==> src/rtl/uart_multibank_bridge.sv <==
// uart_multibank_bridge
//   Connects the uart2bus req/gnt register bus to NUM_BANKS synchronous RAM
//   ports. The high address bits select a bank and the low ADDR_W bits give
//   the word offset. Accesses to banks that do not exist, or with stray high
//   address bits set, are out of range (OOR): OOR writes are dropped and OOR
//   reads return OOR_DATA. Protocol misuse bumps a saturating error counter.
//
// Ports
//   clock        in   rising-edge clock
//   reset_n      in   asynchronous active-low reset
//   bus_addr     in   [BUS_AW]   register-bus address
//   bus_wr_data  in   [DATA_W]   register-bus write data
//   bus_write    in   1-cycle write strobe (legal only while granted)
//   bus_read     in   1-cycle read strobe (legal only while granted)
//   bus_req      in   bus access request
//   bus_gnt      out  bus access grant
//   bus_rd_data  out  [DATA_W]   read data, held until the next read completes
//   grant_hold   in   blocks new grants, never revokes a held one
//   mem_addr     out  [ADDR_W]   shared RAM address
//   mem_wr_data  out  [DATA_W]   shared RAM write data
//   mem_en       out  [NUM_BANKS] per-bank enable, one-hot or zero
//   mem_we       out  [NUM_BANKS] per-bank write enable
//   mem_rd_data  in   [NUM_BANKS*DATA_W] bank b at [b*DATA_W +: DATA_W]
//   err_count    out  [8]        protocol-error count, saturates at 255
module uart_multibank_bridge #(
  parameter int                DATA_W    = 8,
  parameter int                BUS_AW    = 16,
  parameter int                ADDR_W    = 10,
  parameter int                NUM_BANKS = 2,
  parameter int                RD_LAT    = 1,
  parameter logic [DATA_W-1:0] OOR_DATA  = 8'hFF
) (
  input  logic                        clock,
  input  logic                        reset_n,
  input  logic [BUS_AW-1:0]           bus_addr,
  input  logic [DATA_W-1:0]           bus_wr_data,
  input  logic                        bus_write,
  input  logic                        bus_read,
  input  logic                        bus_req,
  output logic                        bus_gnt,
  output logic [DATA_W-1:0]           bus_rd_data,
  input  logic                        grant_hold,
  output logic [ADDR_W-1:0]           mem_addr,
  output logic [DATA_W-1:0]           mem_wr_data,
  output logic [NUM_BANKS-1:0]        mem_en,
  output logic [NUM_BANKS-1:0]        mem_we,
  input  logic [NUM_BANKS*DATA_W-1:0] mem_rd_data,
  output logic [7:0]                  err_count
);

  localparam int BANK_BITS = (NUM_BANKS > 1) ? $clog2(NUM_BANKS) : 1;
  localparam int HI_LSB    = ADDR_W + BANK_BITS;
  // Ones on every address bit above the bank field; zero when none exist.
  localparam logic [BUS_AW-1:0] HI_MASK = ~((BUS_AW'(1) << HI_LSB) - BUS_AW'(1));

  typedef enum logic [1:0] {IDLE, GRANT, RD_WAIT} state_t;

  function automatic logic [7:0] sat_inc(input logic [7:0] v);
    return (v == 8'hFF) ? v : v + 8'd1;
  endfunction

  function automatic logic [DATA_W-1:0] bank_slice(
    input logic [NUM_BANKS*DATA_W-1:0] bus,
    input logic [BANK_BITS-1:0]        b
  );
    logic [DATA_W-1:0] r;
    r = '0;
    for (int i = 0; i < NUM_BANKS; i++)
      if (b == BANK_BITS'(i)) r = bus[i*DATA_W +: DATA_W];
    return r;
  endfunction

  state_t                 state, state_nxt;
  logic                   acc_wr, acc_rd, err_hit, gnt_nxt;
  logic [2:0]             rd_cnt;
  logic [BANK_BITS-1:0]   dec_bank;
  logic [ADDR_W-1:0]      dec_off;
  logic                   dec_oor;
  logic [NUM_BANKS-1:0]   dec_oh;

  logic [RD_LAT:0]        rd_vld_p;
  logic [BANK_BITS-1:0]   rd_bank_p [RD_LAT+1];
  logic                   rd_oor_p  [RD_LAT+1];

  assign dec_bank = bus_addr[ADDR_W +: BANK_BITS];
  assign dec_off  = bus_addr[ADDR_W-1:0];
  assign dec_oor  = (|(bus_addr & HI_MASK)) ||
                    ({1'b0, dec_bank} >= (BANK_BITS+1)'(NUM_BANKS));
  assign dec_oh   = dec_oor ? '0 : (NUM_BANKS'(1) << dec_bank);

  always_ff @(posedge clock or negedge reset_n) begin
    if (!reset_n) state <= IDLE;
    else          state <= state_nxt;
  end

  always_comb begin
    state_nxt = state;
    acc_wr    = 1'b0;
    acc_rd    = 1'b0;
    err_hit   = 1'b0;
    case (state)
      IDLE: begin
        err_hit = bus_write | bus_read;
        if (bus_req && !grant_hold) state_nxt = GRANT;
      end
      GRANT: begin
        // A simultaneous write and read keeps the write and drops the read.
        acc_wr  = bus_write;
        acc_rd  = bus_read & ~bus_write;
        err_hit = bus_write & bus_read;
        if (acc_rd)        state_nxt = RD_WAIT;
        else if (!bus_req) state_nxt = IDLE;
      end
      RD_WAIT: begin
        err_hit = bus_write | bus_read;
        if (rd_cnt == 3'd0) state_nxt = bus_req ? GRANT : IDLE;
      end
      default: state_nxt = IDLE;
    endcase
    gnt_nxt = (state_nxt == GRANT) || ((state_nxt == RD_WAIT) && bus_req);
  end

  // Stage p0: RAM request issue, grant and error bookkeeping
  always_ff @(posedge clock or negedge reset_n) begin
    if (!reset_n) begin
      bus_gnt     <= 1'b0;
      err_count   <= 8'd0;
      rd_cnt      <= 3'd0;
      mem_en      <= '0;
      mem_we      <= '0;
      mem_addr    <= '0;
      mem_wr_data <= '0;
      rd_vld_p    <= '0;
    end else begin
      bus_gnt  <= gnt_nxt;
      if (err_hit) err_count <= sat_inc(err_count);
      // RD_WAIT spans RD_LAT+1 cycles: counts RD_LAT down to zero.
      if (acc_rd)                                  rd_cnt <= 3'(RD_LAT);
      else if (state == RD_WAIT && rd_cnt != 3'd0) rd_cnt <= rd_cnt - 3'd1;
      mem_en   <= (acc_wr || acc_rd) ? dec_oh : '0;
      mem_we   <= acc_wr ? dec_oh : '0;
      if ((acc_wr || acc_rd) && !dec_oor) mem_addr <= dec_off;
      if (acc_wr && !dec_oor)             mem_wr_data <= bus_wr_data;
      rd_vld_p <= {rd_vld_p[RD_LAT-1:0], acc_rd};
    end
  end

  // Stages p1..pRD_LAT: bank index and OOR flag travel with the read
  always_ff @(posedge clock) begin
    rd_bank_p[0] <= dec_bank;
    rd_oor_p[0]  <= dec_oor;
    for (int k = 1; k <= RD_LAT; k++) begin
      rd_bank_p[k] <= rd_bank_p[k-1];
      rd_oor_p[k]  <= rd_oor_p[k-1];
    end
  end

  // Final stage: RAM data is valid in the cycle stage RD_LAT is occupied
  always_ff @(posedge clock or negedge reset_n) begin
    if (!reset_n)
      bus_rd_data <= '0;
    else if (rd_vld_p[RD_LAT])
      bus_rd_data <= rd_oor_p[RD_LAT] ? OOR_DATA
                                      : bank_slice(mem_rd_data, rd_bank_p[RD_LAT]);
  end

endmodule

==> config.mk <==
export PLATFORM = sky130hd
export DESIGN_NAME = uart_multibank_bridge
export DESIGN_NICKNAME = d
export VERILOG_FILES = /design/src/rtl/uart_multibank_bridge.sv
export SDC_FILE = /design/constraint.sdc
export NUM_CORES = 1
export LEC_CHECK = 0
export ABC_AREA = 1
export CORE_MARGIN = 2
export CORE_UTILIZATION = 25
export CTS_BUF_LIST = sky130_fd_sc_hd__clkbuf_2
export DETAILED_ROUTE_END_ITERATION = 7
export GPL_ROUTABILITY_DRIVEN = 0
export SLEW_MARGIN = 5
export SYNTH_ARGS = -nofsm -noshare
export SYNTH_HDL_FRONTEND = slang
export SYNTH_SLANG_ARGS = --single-unit
==> constraint.sdc <==
create_clock -name clock -period 3.8 [get_ports clock]
set_input_delay 0.76 -clock clock [delete_from_list [all_inputs] [get_ports clock]]
set_output_delay 0.76 -clock clock [all_outputs]
set_load 0.1 [all_outputs]
== Yosys cells after proc, flatten, opt, wreduce, memory -nomap -nowiden ==
Memory sizes are Yosys's and may differ from the RTL's.
Index checks and enable logic that the tools add are counted.

* Memory bits (writable): 4
* Input port bits: 46
* Register bits: 46
* Memories kept: 2

{| class="wikitable"
|+ Memories
! memory !! words !! bits a word !! read ports !! clocked after memory_dff !! write ports !! line !! RTL
|-
| rd_bank_p || 2 || 1 || 2 || 0 || 2 || 82 || <nowiki>logic [BANK_BITS-1:0] rd_bank_p [RD_LAT+1];</nowiki>
|-
| rd_oor_p || 2 || 1 || 2 || 0 || 2 || 83 || <nowiki>logic rd_oor_p [RD_LAT+1];</nowiki>
|}

* Add/sub/neg operators: 2
* Bitwise operators: 5
* Muxes and demuxes: 16
* Shift operators: 1
* Equal/unequal tests: 5
* Reduce and logical (&&, ||, !) cells: 16

{| class="wikitable"
|+ Operators by type and width
! kind !! count
|-
| 2-to-1 mux 8 bit || 2
|-
| 2-to-1 mux 2 bit || 7
|-
| adder 8 x 1 -> 8 bit, second input constant || 1
|-
| == test 8 bit, second input constant || 1
|-
| 2-to-1 mux 3 bit || 2
|-
| one-hot mux 2 bit (3 select lines) || 1
|-
| logical AND 1 bit || 5
|-
| OR reduction 5 bit || 1
|-
| == test 2 x 1 -> 1 bit, second input constant || 2
|-
| == test 2 bit, second input constant || 2
|-
| zero test 3 bit || 1
|-
| 2-to-1 mux 1 bit || 3
|-
| nonzero test 3 bit || 1
|-
| subtractor 3 x 1 -> 3 bit, second input constant || 1
|-
| bitwise AND 1 bit || 2
|-
| zero test 1 bit || 2
|-
| zero test 2 bit || 1
|-
| logical OR 1 bit || 2
|-
| inverter 1 bit || 2
|-
| one-hot mux 1 bit (2 select lines) || 1
|-
| AND reduction 2 bit || 1
|-
| nonzero test 2 bit || 1
|-
| OR reduction 2 bit || 1
|-
| << shifter 1 x 1 -> 2 bit, first input constant || 1
|-
| bitwise OR 1 bit || 1
|}

== Depth between registers and ports, before layout ==
Gate-level depths: netlist (run 1).

* Word-level depth: 7
* Gate-level depth with buffers: 8
* Gate-level depth less buffers: 8

== Worst setup path after synthesis (run 1) ==
OpenSTA, ideal clock, no wires.

* Path type: register to register
* From: register err_count[0]
* To: register err_count[5]
* Data required time: 3.680 ns
* Clock period less this slack: 2.001 ns
* Setup slack: 1.799 ns
* Stages on the path, launching flop included: 9
* Buffers on the path: 0
* Arrival: 1.881 ns
* Library setup time: 0.120 ns
* Cell sequence: dfrtp_1 ha_1 nand3_1 clkinv_1 nand2_1 nand2_2 inv_2 nand2_1 nand2_1

* Word-level cells in the longest chain between the ends: 3
* Elaborated cells between the ends (all ways): 4
* Classes of those cells: add/sub (1); eq/ne (1); bitwise (1); reduce/logical (1)

{| class="wikitable"
|+ RTL lines
! what !! line !! RTL
|-
| from (decl) || 48 || <nowiki>output logic [7:0] err_count</nowiki>
|-
| from (signal assigned) || 136 || <nowiki>if (err_hit) err_count <= sat_inc(err_count);</nowiki>
|-
| parallel branches: the longest is 3 deep, another holds adder 8 x 1 -> 8 bit || -- ||
|}

Several ways; the timed one is not identified.
A chain may end at the register's enable or synchronous reset.

== Worst setup path in the final report (run 1) ==
* From: register err_count[4]
* To: output err_count[4]

No word-level cell between the ends.

==> results of run 1 <==
[routing by layer]
| metal | track usage [%] | share of wire [%] | wire length (um) |
|---|---|---|---|
| met4 | 3.03 | 0.81 | 43 |
| met2 | 17.9 | 43 | 2260 |
| met3 | 4.34 | 7.5 | 395 |
| met1 | 15.4 | 49 | 2590 |
| met5 | 0 | 0 | 0 |
[how the worst min path moves through the flow]
| stage | end | slack, ns | depth (start not counted) |
|---|---|---|---|
| after floorplan | rd_bank_p[0][1] | 0.31 | 0 |
| after global placement | rd_bank_p[0][1] | 0.31 | 0 |
| after detailed placement | rd_bank_p[0][1] | 0.31 | 0 |
| after CTS | rd_bank_p[0][1] | 0.35 | 0 |
| after global routing | rd_oor_p[0][1] | 0.36 | 0 |
| final | rd_bank_p[0][1] | 0.35 | 0 |
[registers in the layout (all words and copies together), names as in the netlist]
| register | flops |
|---|---|
| mem_addr | 10 |
| bus_rd_data | 8 |
| err_count | 8 |
| mem_wr_data | 8 |
| rd_cnt | 3 |
| mem_en | 2 |
| mem_we | 2 |
| rd_bank_p | 2 |
| rd_oor_p | 2 |
| rd_vld_p | 2 |
| state | 2 |
| bus_gnt | 1 |
[power breakdown]
group	switching, mW	leakage (nW)	total [mW]	internal, mW
registers	0.0741	0.614	0.692	0.618
clock network	0.166	0.0427	0.275	0.109
logic	0.667	0.825	0.899	0.232
[per-stage QoR]
stage	instance area, um2	power [mW]	util [%]
2_1_floorplan	2160	1.36	-
3_3_place_gp	3090	1.60	37.3
3_5_place_dp	3090	1.61	37.3
4_1_cts	3160	1.90	38.1
5_1_grt	3160	1.98	38.1
6_report	3160	1.87	38.1
[layout make-up]
class | instances | area (um2) | share of cell area (%)
repair buffers | 85 | 843 | 26.7
clock buffers | 5 | 25.0 | 0.792
flip-flops and latches | 50 | 1230 | 39.0
well taps | 105 | 131 | 4.16
inverters | 20 | 75.1 | 2.38
clock inverters | 3 | 40.0 | 1.27
multi-input cells | 179 | 813 | 25.7
[cells by family (layout without fill, tap and decap cells)]
kind of cell    count (synthesis)  after routing
compound gates                 16             16
xor+xnor                        4              4
fa+ha+maj                       3              3
buf+inv                        26            113
flops                          50             50
simple gates                  156            156
[placed cells by master, fill, tap and decap left out]
| master | count |
|---|---|
| a21oi_1 | 1 |
| clkbuf_2 | 5 |
| nor2_2 | 3 |
| o21ai_1 | 2 |
| buf_2 | 1 |
| clkinv_1 | 1 |
| o22ai_1 | 1 |
| buf_4 | 1 |
| o21ai_0 | 3 |
| dfrtp_1 | 46 |
| or2_1 | 1 |
| a31oi_1 | 8 |
| nand2_1 | 102 |
| dfxtp_1 | 4 |
| nand2_2 | 2 |
| xor2_1 | 2 |
| ha_1 | 3 |
| clkdlybuf4s50_1 | 83 |
| a21oi_2 | 1 |
| nand3_4 | 1 |
| inv_1 | 15 |
| nand3_1 | 25 |
| xnor2_1 | 2 |
| inv_2 | 4 |
| nor2_1 | 22 |
| bufinv_16 | 1 |
| clkinv_2 | 2 |
==> flow_metrics.tcl, run 1 <==
set metrics [dict create \
    worstSetupEndpointType "output pin" \
    drtIter0Drc 43 \
    synthAdderAreaFrac_pct 1.74 \
    timing.final.ws_setup_ns 0.954 \
    regToRegEndpoint "mem_addr[4]" \
    async_flop_share_pct 92.0 \
    n_fill_cell 859 \
    fin_crit_sh_pct 74.9 \
    worstRegToRegCells 6 \
    synth-edff-count 0 \
    grt_max_degree 47 \
    grt_pass1_vias 1899 \
    netlist_instances 255 \
    cp-startpoint "err_count[4]" \
    dpl.hpwl_um 3910 \
    max_slew_margin_pct 30.2 \
    synth_seq_area_share_pct 57.1 \
    dp.cells 439 \
    antenna_cells 0 \
    dieWidth_um 96.9 \
    cts_buffer_depth 2 \
    synth_mux_area_share_pct 0 \
    syn_area_per_cell_um2 8.46 \
    yosys.area_share.xor_xnor_pct 1.62 \
    worstSetupStartpointType "flop" \
    hp-start "rd_bank_p[0][0]" \
    dp_slack_ns 1.18 \
    max_cap_violations 0 \
    worst_pin_slew_ns 1.05 \
    synth-simple-area-share_pct 29.9 \
    start_util_pct 26.0 \
    syn_area_um2 2160 \
    nNetsFinal 390 \
    irDropWorstVdd_mv 0.277 \
    syn_nets 304 \
    synth_flop_cell "dfrtp_1" \
    ctsHoldBuffers 0 \
    route.detailed.drc 0 \
    wl_um 5290 \
    status "completed" \
    synth-seq-cells 50 \
    crit_end "err_count[4]" \
    clock_latency_ns 0.41 \
    cts_tree "done" \
    fmax_mhz 351 \
    synth_cell_types 25 \
    cts-resized-gates 0 \
    wl_per_cell_um 11.8 \
    portBuffers 84 \
    grt_pass1_wl_um 8920 \
    final_antenna_net_count 0 \
    crit_slowest_cell "clkdlybuf4s50_1" \
    rrSetupSlack_ns 2.13 \
    synth-warning-count 0 \
    setup_tns_ns 0 \
    powerDensity_nw_per_um2 591 \
    cts_setup_buffers 0 \
    fin_cells 447 \
    crit_path_max_incr_delay_ns 1.17 \
    ctsRootBufferMaster "clkbuf_2" \
    finalHoldViolations 0 \
    synth_top_area_share_pct 53.4 \
    hold_class "reg2reg" \
    groute.usage.overall_pct 11.6 \
    crit_cells 1 \
    whs_ns 0.351 \
    finalMaxSlewViolations 0 \
    dieArea_um2 9390 \
    crit_buf_inv 1 \
    setup_violations 0 \
    path_clk_slew_ns 0.25 \
    leakage_nw 1.48 \
    core_um2 8300 \
    die_h_um 96.9 \
    yosys-top-cells-area "dfrtp_1 (53%), nand2_1 (18%), nand3_1 (5.8%)" \
    cp_max_fo 5 \
    cts_buffers 5 \
    grt_antenna_before_repair 0 \
    cts.sinks 50 \
    critPathRequiredTime_ns 3.04 \
    row_count 33 \
    io-pin-count 85 \
    drtPass1Iterations 4 \
    crit_family "buffers and inverters" \
    reg2reg_from "state[1]" \
    grt_overflow 0 \
    finClkSkew_ns 0.0110 \
    synth_top_family_by_area "simple AND/OR/NAND/NOR gates" \
    drive_gt1_share_pct 6.14 \
    vias 1897 \
    post-route-min-period_ns 2.85 \
    synth_compound_area_share_pct 4.41 \
    rsz0062_at_grt "false" \
    yosys-top-cells-count "nand2_1 (102), dfrtp_1 (46), nand3_1 (25)" \
    yosysMostFrequentCell "nand2_1" \
    htreeDepth 2 \
    vias_per_cell 4.24 \
    path_cells "clkdlybuf4s50_1" \
    crit_type "reg2out" \
    area_growth_pct 46.5 \
    synth_top_area_cell "dfrtp_1" \
    worstPathArrival_ns 2.09 \
]
Power figures use the tool's default switching activity.
==> run 2: changes to the inputs <==
Clock period 3.8 ns to 2.67 ns, I/O delays scaled along.
==> flow_metrics.tcl, run 2 (synthesis gave the netlist of run 1 again) <==
set metrics [dict create \
    worstPathArrival_ns 1.26 \
    final_cell_mix "nand2_1 (102), dfrtp_1 (46), clkdlybuf4s50_1 (44)" \
    top_register "mem_addr" \
    grt_pass1_vias 1785 \
    cts_buffer_depth 2 \
    grt_overflow 0 \
    cts_buffers 5 \
    crit_family "flip-flops" \
    cp-startpoint "err_count[4]" \
    final_antenna_net_count 0 \
    cts-resized-gates 0 \
    antenna_cells 0 \
    leakage_nw 1.55 \
    drtIter0Drc 47 \
    dieArea_um2 9390 \
    timing.final.ws_setup_ns 0.877 \
    max_cap_violations 0 \
    regArea_um2 1230 \
    critPathRequiredTime_ns 2.14 \
    worstSetupStartpointType "flop" \
    route.detailed.drc 0 \
    start_util_pct 26.0 \
    drive_gt1_share_pct 18.2 \
    irDropWorstVdd_mv 0.363 \
    rsz0062_at_grt "false" \
    vias 1871 \
    status "completed" \
    worst_pin_slew_ns 0.540 \
    post-route-min-period_ns 1.79 \
    area_growth_pct 43.9 \
    wl_per_cell_um 11.6 \
    powerDensity_nw_per_um2 857 \
    ctsRootBufferMaster "clkbuf_2" \
    finClkSkew_ns 0.0298 \
    n_fill_cell 860 \
    wl_um 5250 \
    max_slew_margin_pct 63.9 \
    fmax_mhz 558 \
    grt_antenna_before_repair 0 \
    crit_path_max_incr_delay_ns 0.50 \
    io-pin-count 85 \
    final_common_cell "nand2_1" \
    portBuffers 84 \
    grt_max_degree 22 \
    crit_type "reg2out" \
    reg2reg_from "err_count[0]" \
    vias_per_cell 4.15 \
    finalHoldViolations 0 \
    cp_max_fo 5 \
    dp.cells 442 \
    crit_buf_inv 1 \
    cts.sinks 50 \
    dp_slack_ns 0.463 \
    cts_setup_buffers 0 \
    largest_reg_flops 10 \
    fin_cells 451 \
    setup_violations 0 \
    path_clk_slew_ns 0.27 \
    finalMaxSlewViolations 0 \
    worstSetupEndpointType "output pin" \
    die_h_um 96.9 \
    row_count 33 \
    nNetsFinal 394 \
    fin_crit_sh_pct 67.2 \
    multi_input_area_um2 813 \
    core_um2 8300 \
    ctsHoldBuffers 1 \
    htreeDepth 2 \
    path_cells "buf_4" \
    setup_tns_ns 0 \
    clock_latency_ns 0.44 \
    grt_pass1_wl_um 8800 \
    dieWidth_um 96.9 \
    hold_class "reg2reg" \
    whs_ns 0.352 \
    crit_slowest_cell "dfrtp_1" \
    power_mw 2.66 \
    drtPass1Iterations 4 \
    hp-start "rd_bank_p[0][0]" \
    groute.usage.overall_pct 11.4 \
    cts_tree "done" \
    dpl.hpwl_um 3990 \
]
==> run 2: cell count changes in the layout (fill, tap and decap cells not counted) <==
cell             previous run  this run
clkdlybuf4s50_1            83        44
inv_8                       0         1
buf_4                       1        43
clkinv_2                    2         0
dlygate4sd3_1               0         1
clkinvlp_4                  0         1
==> run 2: per-stage QoR <==
stage               cell area [um2]  util, %
floorplan                      2160        -
global placement               3020     36.4
detailed placement             3020     36.4
CTS                            3100     37.4
global route                   3100     37.4
finish                         3100     37.4
==> run 2: worst paths after layout <==
check                             endpoint  slack (ns)  cells after the start
max reg2reg                   err_count[4]        1.15                      8
max                           err_count[4]        0.88                      1
min reg2reg                rd_bank_p[0][1]        0.35                      0
min in group asynchronous   bus_rd_data[1]        0.46                      2
max in group asynchronous      mem_addr[6]        1.65                      3
min                        rd_bank_p[0][1]        0.35                      0
==> run 2: power by group <==
| part | leakage [nW] | total [mW] | internal, mW | switching (mW) |
|---|---|---|---|---|
| logic | 0.899 | 1.25 | 0.303 | 0.946 |
| clock network | 0.0411 | 0.424 | 0.164 | 0.259 |
| registers | 0.614 | 0.986 | 0.880 | 0.106 |
==> run 2: routing by layer <==
metal	track usage [%]	wire length [um]	vias up
met1	16.8	2630	815
li1	-	-	981
met5	0	0	-
met2	15.8	2150	69
met4	2.60	46	0
met3	4.41	430	6
==> run 2: final cells by class <==
type	count	share of cell area [%]
clock buffers	5	0.806
clock inverters	3	1.57
inverters	20	2.42
multi-input cells	179	26.2
flip-flops and latches	50	39.7
well taps	105	4.23
repair buffers	89	25.1
